==> src/rtl/canvas_pkg.sv <==
// Shared types and helpers for the canvas compositor: coordinate width,
// controller states and the stored-to-8-bit channel expansion.
package canvas_pkg;

  localparam int unsigned COORD_W        = 11;
  localparam int unsigned PKG_COLOR_BITS = 3;

  typedef enum logic {CLEAR, RUN} state_t;

  typedef logic [3*PKG_COLOR_BITS-1:0] pixel_t;

  // v holds a 'bits'-wide channel in its LSBs; output is MSB-aligned and
  // filled by repeating the channel bits from the top down.
  function automatic logic [7:0] expand_chan(input logic [7:0] v, input int unsigned bits);
    logic [7:0] r;
    logic [2:0] idx;
    r = '0;
    for (int unsigned k = 0; k < 8; k++) begin
      idx = 3'(bits - 1 - (k % bits));
      r[3'(7 - k)] = v[idx];
    end
    return r;
  endfunction

endpackage

==> src/rtl/canvas_compositor_cursor.sv <==
// Crosshair hit detection for N cursors; lowest-index cursor wins on overlap.
module cursor_overlay
  import canvas_pkg::*;
#(
  parameter int unsigned N_CURSORS  = 2,
  parameter int unsigned CURSOR_ARM = 5
) (
  input  logic signed [11:0]                 i_px,
  input  logic signed [11:0]                 i_py,
  input  logic        [COORD_W*N_CURSORS-1:0] i_cursor_x,
  input  logic        [COORD_W*N_CURSORS-1:0] i_cursor_y,
  input  logic        [N_CURSORS-1:0]         i_cursor_en,
  input  logic        [24*N_CURSORS-1:0]      i_cursor_color,
  output logic                                o_hit,
  output logic        [23:0]                  o_color
);

  localparam logic signed [11:0] ARM = 12'(CURSOR_ARM);

  logic signed [11:0] w_dx, w_dy, w_adx, w_ady;

  always_comb begin
    o_hit   = 1'b0;
    o_color = '0;
    w_dx    = '0;
    w_dy    = '0;
    w_adx   = '0;
    w_ady   = '0;
    for (int unsigned i = 0; i < N_CURSORS; i++) begin
      w_dx  = i_px - $signed({1'b0, i_cursor_x[i*COORD_W +: COORD_W]});
      w_dy  = i_py - $signed({1'b0, i_cursor_y[i*COORD_W +: COORD_W]});
      w_adx = w_dx[11] ? -w_dx : w_dx;
      w_ady = w_dy[11] ? -w_dy : w_dy;
      if (i_cursor_en[i] && !o_hit &&
          ((w_dx == '0 && w_ady <= ARM) || (w_dy == '0 && w_adx <= ARM))) begin
        o_hit   = 1'b1;
        o_color = i_cursor_color[i*24 +: 24];
      end
    end
  end

endmodule

==> src/rtl/canvas_compositor.sv <==
// Frame-buffer front end: canvas clear/brush write arbitration, raster read
// addressing with RAM-latency alignment, cursor overlay and VGA colour output.
module canvas_compositor
  import canvas_pkg::*;
#(
  parameter int unsigned H_ACTIVE   = 640,
  parameter int unsigned V_ACTIVE   = 480,
  parameter int unsigned H_OFFSET   = 145,
  parameter int unsigned V_OFFSET   = 36,
  parameter int unsigned COLOR_BITS = 3,
  parameter int unsigned N_CURSORS  = 2,
  parameter int unsigned CURSOR_ARM = 5,
  parameter int unsigned RD_LATENCY = 1,
  parameter int unsigned ADDR_W     = 19
) (
  input  logic                          CLOCK_50,
  input  logic                          reset_n,
  input  logic [COORD_W-1:0]            vga_x,
  input  logic [COORD_W-1:0]            vga_y,
  input  logic                          vga_active,
  input  logic [COORD_W*N_CURSORS-1:0]  cursor_x,
  input  logic [COORD_W*N_CURSORS-1:0]  cursor_y,
  input  logic [N_CURSORS-1:0]          cursor_en,
  input  logic [24*N_CURSORS-1:0]       cursor_color,
  input  logic                          clear_req,
  input  logic [3*COLOR_BITS-1:0]       clear_color,
  output logic                          clear_busy,
  input  logic                          brush_we,
  input  logic [ADDR_W-1:0]             brush_addr,
  input  logic [3*COLOR_BITS-1:0]       brush_data,
  output logic                          fb_we,
  output logic [ADDR_W-1:0]             fb_write_addr,
  output logic [3*COLOR_BITS-1:0]       fb_write_data,
  output logic                          fb_re,
  output logic [ADDR_W-1:0]             fb_read_addr,
  input  logic [3*COLOR_BITS-1:0]       fb_data_in,
  output logic [7:0]                    VGA_R,
  output logic [7:0]                    VGA_G,
  output logic [7:0]                    VGA_B
);

  localparam int unsigned       PW         = 3*COLOR_BITS;
  localparam int unsigned       L          = RD_LATENCY;
  localparam int unsigned       PIXELS     = H_ACTIVE*V_ACTIVE;
  localparam logic [ADDR_W-1:0] LAST_ADDR  = ADDR_W'(PIXELS-1);
  localparam logic [ADDR_W:0]   PIXELS_EXT = (ADDR_W+1)'(PIXELS);

  state_t              r_state, w_state_next;
  logic [ADDR_W-1:0]   r_cnt, w_cnt_next;
  logic                r_busy;
  logic                r_we, w_we_next;
  logic [ADDR_W-1:0]   r_waddr, w_waddr_next;
  logic [PW-1:0]       r_wdata, w_wdata_next;

  always_comb begin
    w_state_next = r_state;
    w_cnt_next   = r_cnt;
    w_we_next    = 1'b0;
    w_waddr_next = brush_addr;
    w_wdata_next = brush_data;
    case (r_state)
      CLEAR: begin
        w_we_next    = 1'b1;
        w_waddr_next = r_cnt;
        w_wdata_next = clear_color;
        if (r_cnt == LAST_ADDR) begin
          w_state_next = RUN;
          w_cnt_next   = '0;
        end else begin
          w_cnt_next = r_cnt + 1'b1;
        end
      end
      RUN: begin
        w_we_next = brush_we && ({1'b0, brush_addr} < PIXELS_EXT);
        if (clear_req) begin
          w_state_next = CLEAR;
          w_cnt_next   = '0;
        end
      end
      default: w_state_next = CLEAR;
    endcase
  end

  // busy is registered from the state so it brackets the clear writes as seen on fb_*
  always_ff @(posedge CLOCK_50 or negedge reset_n) begin
    if (!reset_n) begin
      r_state <= CLEAR;
      r_cnt   <= '0;
      r_busy  <= 1'b1;
      r_we    <= 1'b0;
      r_waddr <= '0;
      r_wdata <= '0;
    end else begin
      r_state <= w_state_next;
      r_cnt   <= w_cnt_next;
      r_busy  <= (r_state == CLEAR);
      r_we    <= w_we_next;
      r_waddr <= w_waddr_next;
      r_wdata <= w_wdata_next;
    end
  end

  assign clear_busy    = r_busy;
  assign fb_we         = r_we;
  assign fb_write_addr = r_waddr;
  assign fb_write_data = r_wdata;

  logic signed [11:0] w_px, w_py;
  logic               w_in_win;

  assign w_px     = $signed({1'b0, vga_x}) - $signed(12'(H_OFFSET));
  assign w_py     = $signed({1'b0, vga_y}) - $signed(12'(V_OFFSET));
  assign w_in_win = vga_active && !w_px[11] && !w_py[11] &&
                    (w_px < $signed(12'(H_ACTIVE))) && (w_py < $signed(12'(V_ACTIVE)));

  assign fb_re        = w_in_win;
  assign fb_read_addr = w_in_win ?
                        (ADDR_W'(w_py[10:0]) * ADDR_W'(H_ACTIVE) + ADDR_W'(w_px[10:0])) : '0;

  logic        w_cur_hit;
  logic [23:0] w_cur_color;

  cursor_overlay #(
    .N_CURSORS  (N_CURSORS),
    .CURSOR_ARM (CURSOR_ARM)
  ) u_cursor (
    .i_px           (w_px),
    .i_py           (w_py),
    .i_cursor_x     (cursor_x),
    .i_cursor_y     (cursor_y),
    .i_cursor_en    (cursor_en),
    .i_cursor_color (cursor_color),
    .o_hit          (w_cur_hit),
    .o_color        (w_cur_color)
  );

  // Shift registers aligning raster-side decisions with fb_data_in; tail is bit L-1.
  logic [L-1:0]    r_act_d, r_win_d, r_hit_d;
  logic [24*L-1:0] r_col_d;

  always_ff @(posedge CLOCK_50 or negedge reset_n) begin
    if (!reset_n) begin
      r_act_d <= '0;
      r_win_d <= '0;
      r_hit_d <= '0;
      r_col_d <= '0;
    end else begin
      r_act_d <= (r_act_d << 1) | L'(vga_active);
      r_win_d <= (r_win_d << 1) | L'(w_in_win);
      r_hit_d <= (r_hit_d << 1) | L'(w_cur_hit && w_in_win);
      r_col_d <= (r_col_d << 24) | (24*L)'(w_cur_color);
    end
  end

  logic [23:0] w_exp, w_pix, r_pix;

  assign w_exp = {expand_chan(8'(fb_data_in[PW-1 -: COLOR_BITS]), COLOR_BITS),
                  expand_chan(8'(fb_data_in[2*COLOR_BITS-1 -: COLOR_BITS]), COLOR_BITS),
                  expand_chan(8'(fb_data_in[COLOR_BITS-1:0]), COLOR_BITS)};

  always_comb begin
    w_pix = '0;
    if (r_state == RUN && r_act_d[L-1]) begin
      if (r_hit_d[L-1])      w_pix = r_col_d[24*L-1 -: 24];
      else if (r_win_d[L-1]) w_pix = w_exp;
    end
  end

  always_ff @(posedge CLOCK_50 or negedge reset_n) begin
    if (!reset_n) r_pix <= '0;
    else          r_pix <= w_pix;
  end

  assign VGA_R = r_pix[23:16];
  assign VGA_G = r_pix[15:8];
  assign VGA_B = r_pix[7:0];

endmodule

==> config.mk <==
export PLATFORM = sky130hd
export DESIGN_NAME = canvas_compositor
export DESIGN_NICKNAME = d
export VERILOG_FILES = /design/src/rtl/canvas_pkg.sv /design/src/rtl/canvas_compositor_cursor.sv /design/src/rtl/canvas_compositor.sv
export SDC_FILE = /design/constraint.sdc
export NUM_CORES = 1
export LEC_CHECK = 0
export BUFFER_PORTS_ARGS = -buffer_cell sky130_fd_sc_hd__buf_2
export CORE_UTILIZATION = 30
export DETAILED_ROUTE_END_ITERATION = 12
export PLACE_DENSITY = 0.5
export SYNTH_ARGS = -nofsm -noshare
export SYNTH_HDL_FRONTEND = slang
export SYNTH_SLANG_ARGS = --single-unit
==> constraint.sdc <==
create_clock -name CLOCK_50 -period 8.9 [get_ports CLOCK_50]
set_input_delay 2.67 -clock CLOCK_50 [delete_from_list [all_inputs] [get_ports CLOCK_50]]
set_output_delay 2.67 -clock CLOCK_50 [all_outputs]
set_load 0.03 [all_outputs]
==> metrics.yaml <==
placed_design:
  dpl.hpwl_mm: 21.1
  portBuffers: 240
  globalplace.congestion: 0.840
  pre_cts_ws_ps: 128
  dpl-instance-area_mm2: 0.0106
route:
  vias: 8365
  viasPerCell: 5.00
  route.detailed.drc: 0
  wl_mm: 26.1
  avgRoutedWirePerCell_um: 15.6
  firstDrtPassIters: 6
  drt_iter0_drc: 414
  postRouteAntennaNets: 0
yosys:
  yosysSeqAreaShare_pct: 28.4
  syn-cell-area_mm2: 0.00890
  synth_nets: 1295
  ys.flop_type: "dfrtp_1"
  synth_top_area_share_pct: 28.1
  avgSynthCellArea_um2: 8.48
  synthXorXnorAreaFrac_pct: 6.00
  synth_fa_ha_area_share_pct: 11.5
  ys_ff_latch: 101
  synthDistinctLibCells: 76
  synth_async_sr_flop_share_pct: 100
  muxShareOfSynthArea_pct: 7.51
  synth_compound_area_share_pct: 21.7
  synth-simple-area-share_pct: 18.3
  synth_top_family_by_area: "compound AO/OA/AOI/OAI gates"
  synth_cells: 1050
  yosys.area.top_type: "dfrtp_1"
  synth_edf_count: 0
  synth_area_leaders: "dfrtp_1 28%, ha_1 10%, inv_1 4.7%"
  ys_warn_count: 0
setup_path:
  cpMostUsedCell: "inv_1"
  path_max_fanout: 6
  startpoint_type: "primary input"
  crit_type: "in2out"
  rrSetupSlack_ps: 6070
  cpPeakStageDelay_ps: 430
  crit_chain: "buf_2, inv_1, ha_1, nor3b_2, nor2b_1, o31a_1, xnor2_2, inv_1, fa_1, inv_1, a21o_1, a21oi_1, nor3b_1, and3_1, nand3_1, xor2_1, nor2_1, buf_2"
  crit_arrival_ps: 5880
  end_kind: "primary output"
  cpMaxStageDelayCell: "fa_1"
  worst_ep_required_time_ps: 6230
pwr:
  p_per_area_mw_per_mm2: 150
  ir_worst_vdd_mv: 0.0890
  power_leakage_nw: 5.50
sta:
  relSlewSlack_pct: 32.8
  period_share_pct: 96.1
  post-route-min-period_ps: 8550
  fin_tns_setup_ps: 0
  setup_viol: 0
  grt_setup_unrepaired: "no"
  fmax_mhz: 117
  tightestPinTransition_ps: 1000
  slew_violations: 0
  finalHoldViolCount: 0
  finalWorstSetupSlack_ps: 350
  fin_worst_skew_ps: 10.6
  hold_slack_ps: 493
job:
  timing.max_cap.violations: 0
floorplanning:
  fp.dieW_um: 174
  core_mm2: 0.0289
  boundaryPins: 241
  rows: 62
  start_util_pct: 30.8
  die_y_um: 174
  fp.dieArea_mm2: 0.0304
status:
  status: "complete, no violations"
finish:
  finalInstanceArea_mm2: 0.0109
  drive_gt1_share_pct: 25.8
  num_antenna_cells: 0
  fillers: 3070
  nets: 1529
  layout_common_cells: "239 x buf_2, 112 x inv_1, 100 x dfrtp_1"
  final_core_util_pct: 37.6
  layout_commonest_cell: "buf_2"
  area_growth_pct: 22.1
cts:
  tritoncts: "yes"
  cts.sinks: 101
  cts_resized: 0
  cts_max_level: 3
  cts_root_buffer: "clkbuf_16"
  clk_latency_ps: 350
  clk_pin_slew_ps: 60
  cts-hold-fix-buffers: 0
  clk_path_buf_depth: 2
  cts_buffers: 9
  cts_setup_buffers: 0
grt:
  track_usage_pct: 17.0
  grt_pass1_wl_mm: 41.7
  grt_max_degree: 73
  grt_pass1_vias: 8031
  grt_overflow: 0
  antenna_found_initial: 0
hold_path:
  hp-class: "reg2reg"
power by group:
part | internal [W] | switching (W)
clock | 0.000202 | 0.000185
combinational | 0.000295 | 0.000437
sequential | 0.000491 | 0.0000186
area by class of cell:
class                           count  area, um^2  share of cell area [%]
Timing Repair Buffer              257        1330                    12.2
Clock buffer                       10         239                    2.20
Tap cell                          384         480                    4.42
Clock inverter                      6        55.1                   0.507
Inverter                          112         420                    3.87
Sequential cell                   101        2530                    23.3
Multi-Input combinational cell    803        5810                    53.5
stage by stage:
step                      total power, W  instances
final                            0.00163       1673
after CTS                        0.00164       1673
after global placement           0.00125       1657
after detailed placement         0.00125       1657
after floorplan                  0.00104       1050
after global routing             0.00175       1673
critical path, delay by kind of cell:
kind                       cells  cell delay (ps)
buffers and inverters          5              580
adders and majority gates      2              600
and+or+nand+nor                6             1120
AOI/OAI and AO/OA              3              510
xor gates and xnor gates       2              370
layer usage:
| layer | up-vias | routed length (um) | GRT usage [%] |
|---|---|---|---|
| met5 | - | 0 | 0 |
| met1 | 3930 | 12200 | 22.4 |
| met2 | 191 | 12700 | 29.9 |
| met4 | 0 | 237 | 3.07 |
| met3 | 16 | 1070 | 2.03 |
| li1 | 4228 | - | - |
cell families (layout without fill, tap and decap cells):
family	after synthesis	in the layout
DFF	101	101
adders and majority gates	78	78
muxes	63	63
AOI/OAI and AO/OA	285	285
buffers and inverters	146	385
and+or+nand+nor	316	316
xor gates and xnor gates	61	61
final timing paths:
path | cells past startpoint | startpoint | to
setup / recovery | 18 | vga_x[0] | fb_read_addr[17]
hold / removal | 1 | r_cnt[18] | r_cnt[18]
setup reg to reg | 11 | r_cnt[0] | r_cnt[17]
hold reg to reg | 1 | r_cnt[18] | r_cnt[18]
max in group asynchronous | 2 | reset_n | r_col_d[7]
min in group asynchronous | 1 | reset_n | r_cnt[7]
registers in the layout (all words and copies together) (netlist names), 9 cells and up:
| name | cells |
|---|---|
| r_pix | 24 |
| fb_write_data | 9 |
| r_cnt | 19 |
| fb_write_addr | 19 |
| r_col_d | 24 |
cells in the mapped netlist, types with 5 or more instances:
cell and count:
nand3_1 13, xor2_1 26, buf_2 5, clkbuf_1 22
nor4_1 10, dfrtp_1 100, mux2_2 30, mux2i_1 33
nand2b_1 20, o21a_1 8, and3_1 22, xnor2_1 35
ha_1 72, o31a_1 6, inv_1 112, nor2b_1 12
or3_1 10, nand2_1 84, nor3_1 15, nor2_1 75
a21oi_1 81, o22ai_1 5, o31ai_1 10, fa_1 6
nor3b_1 7, o21bai_1 6, and2_1 10, o211ai_1 35
a211oi_1 9, o21ai_0 57, nand4_1 10, a21o_1 9
a31oi_1 7
Power figures use the tool's default switching activity.
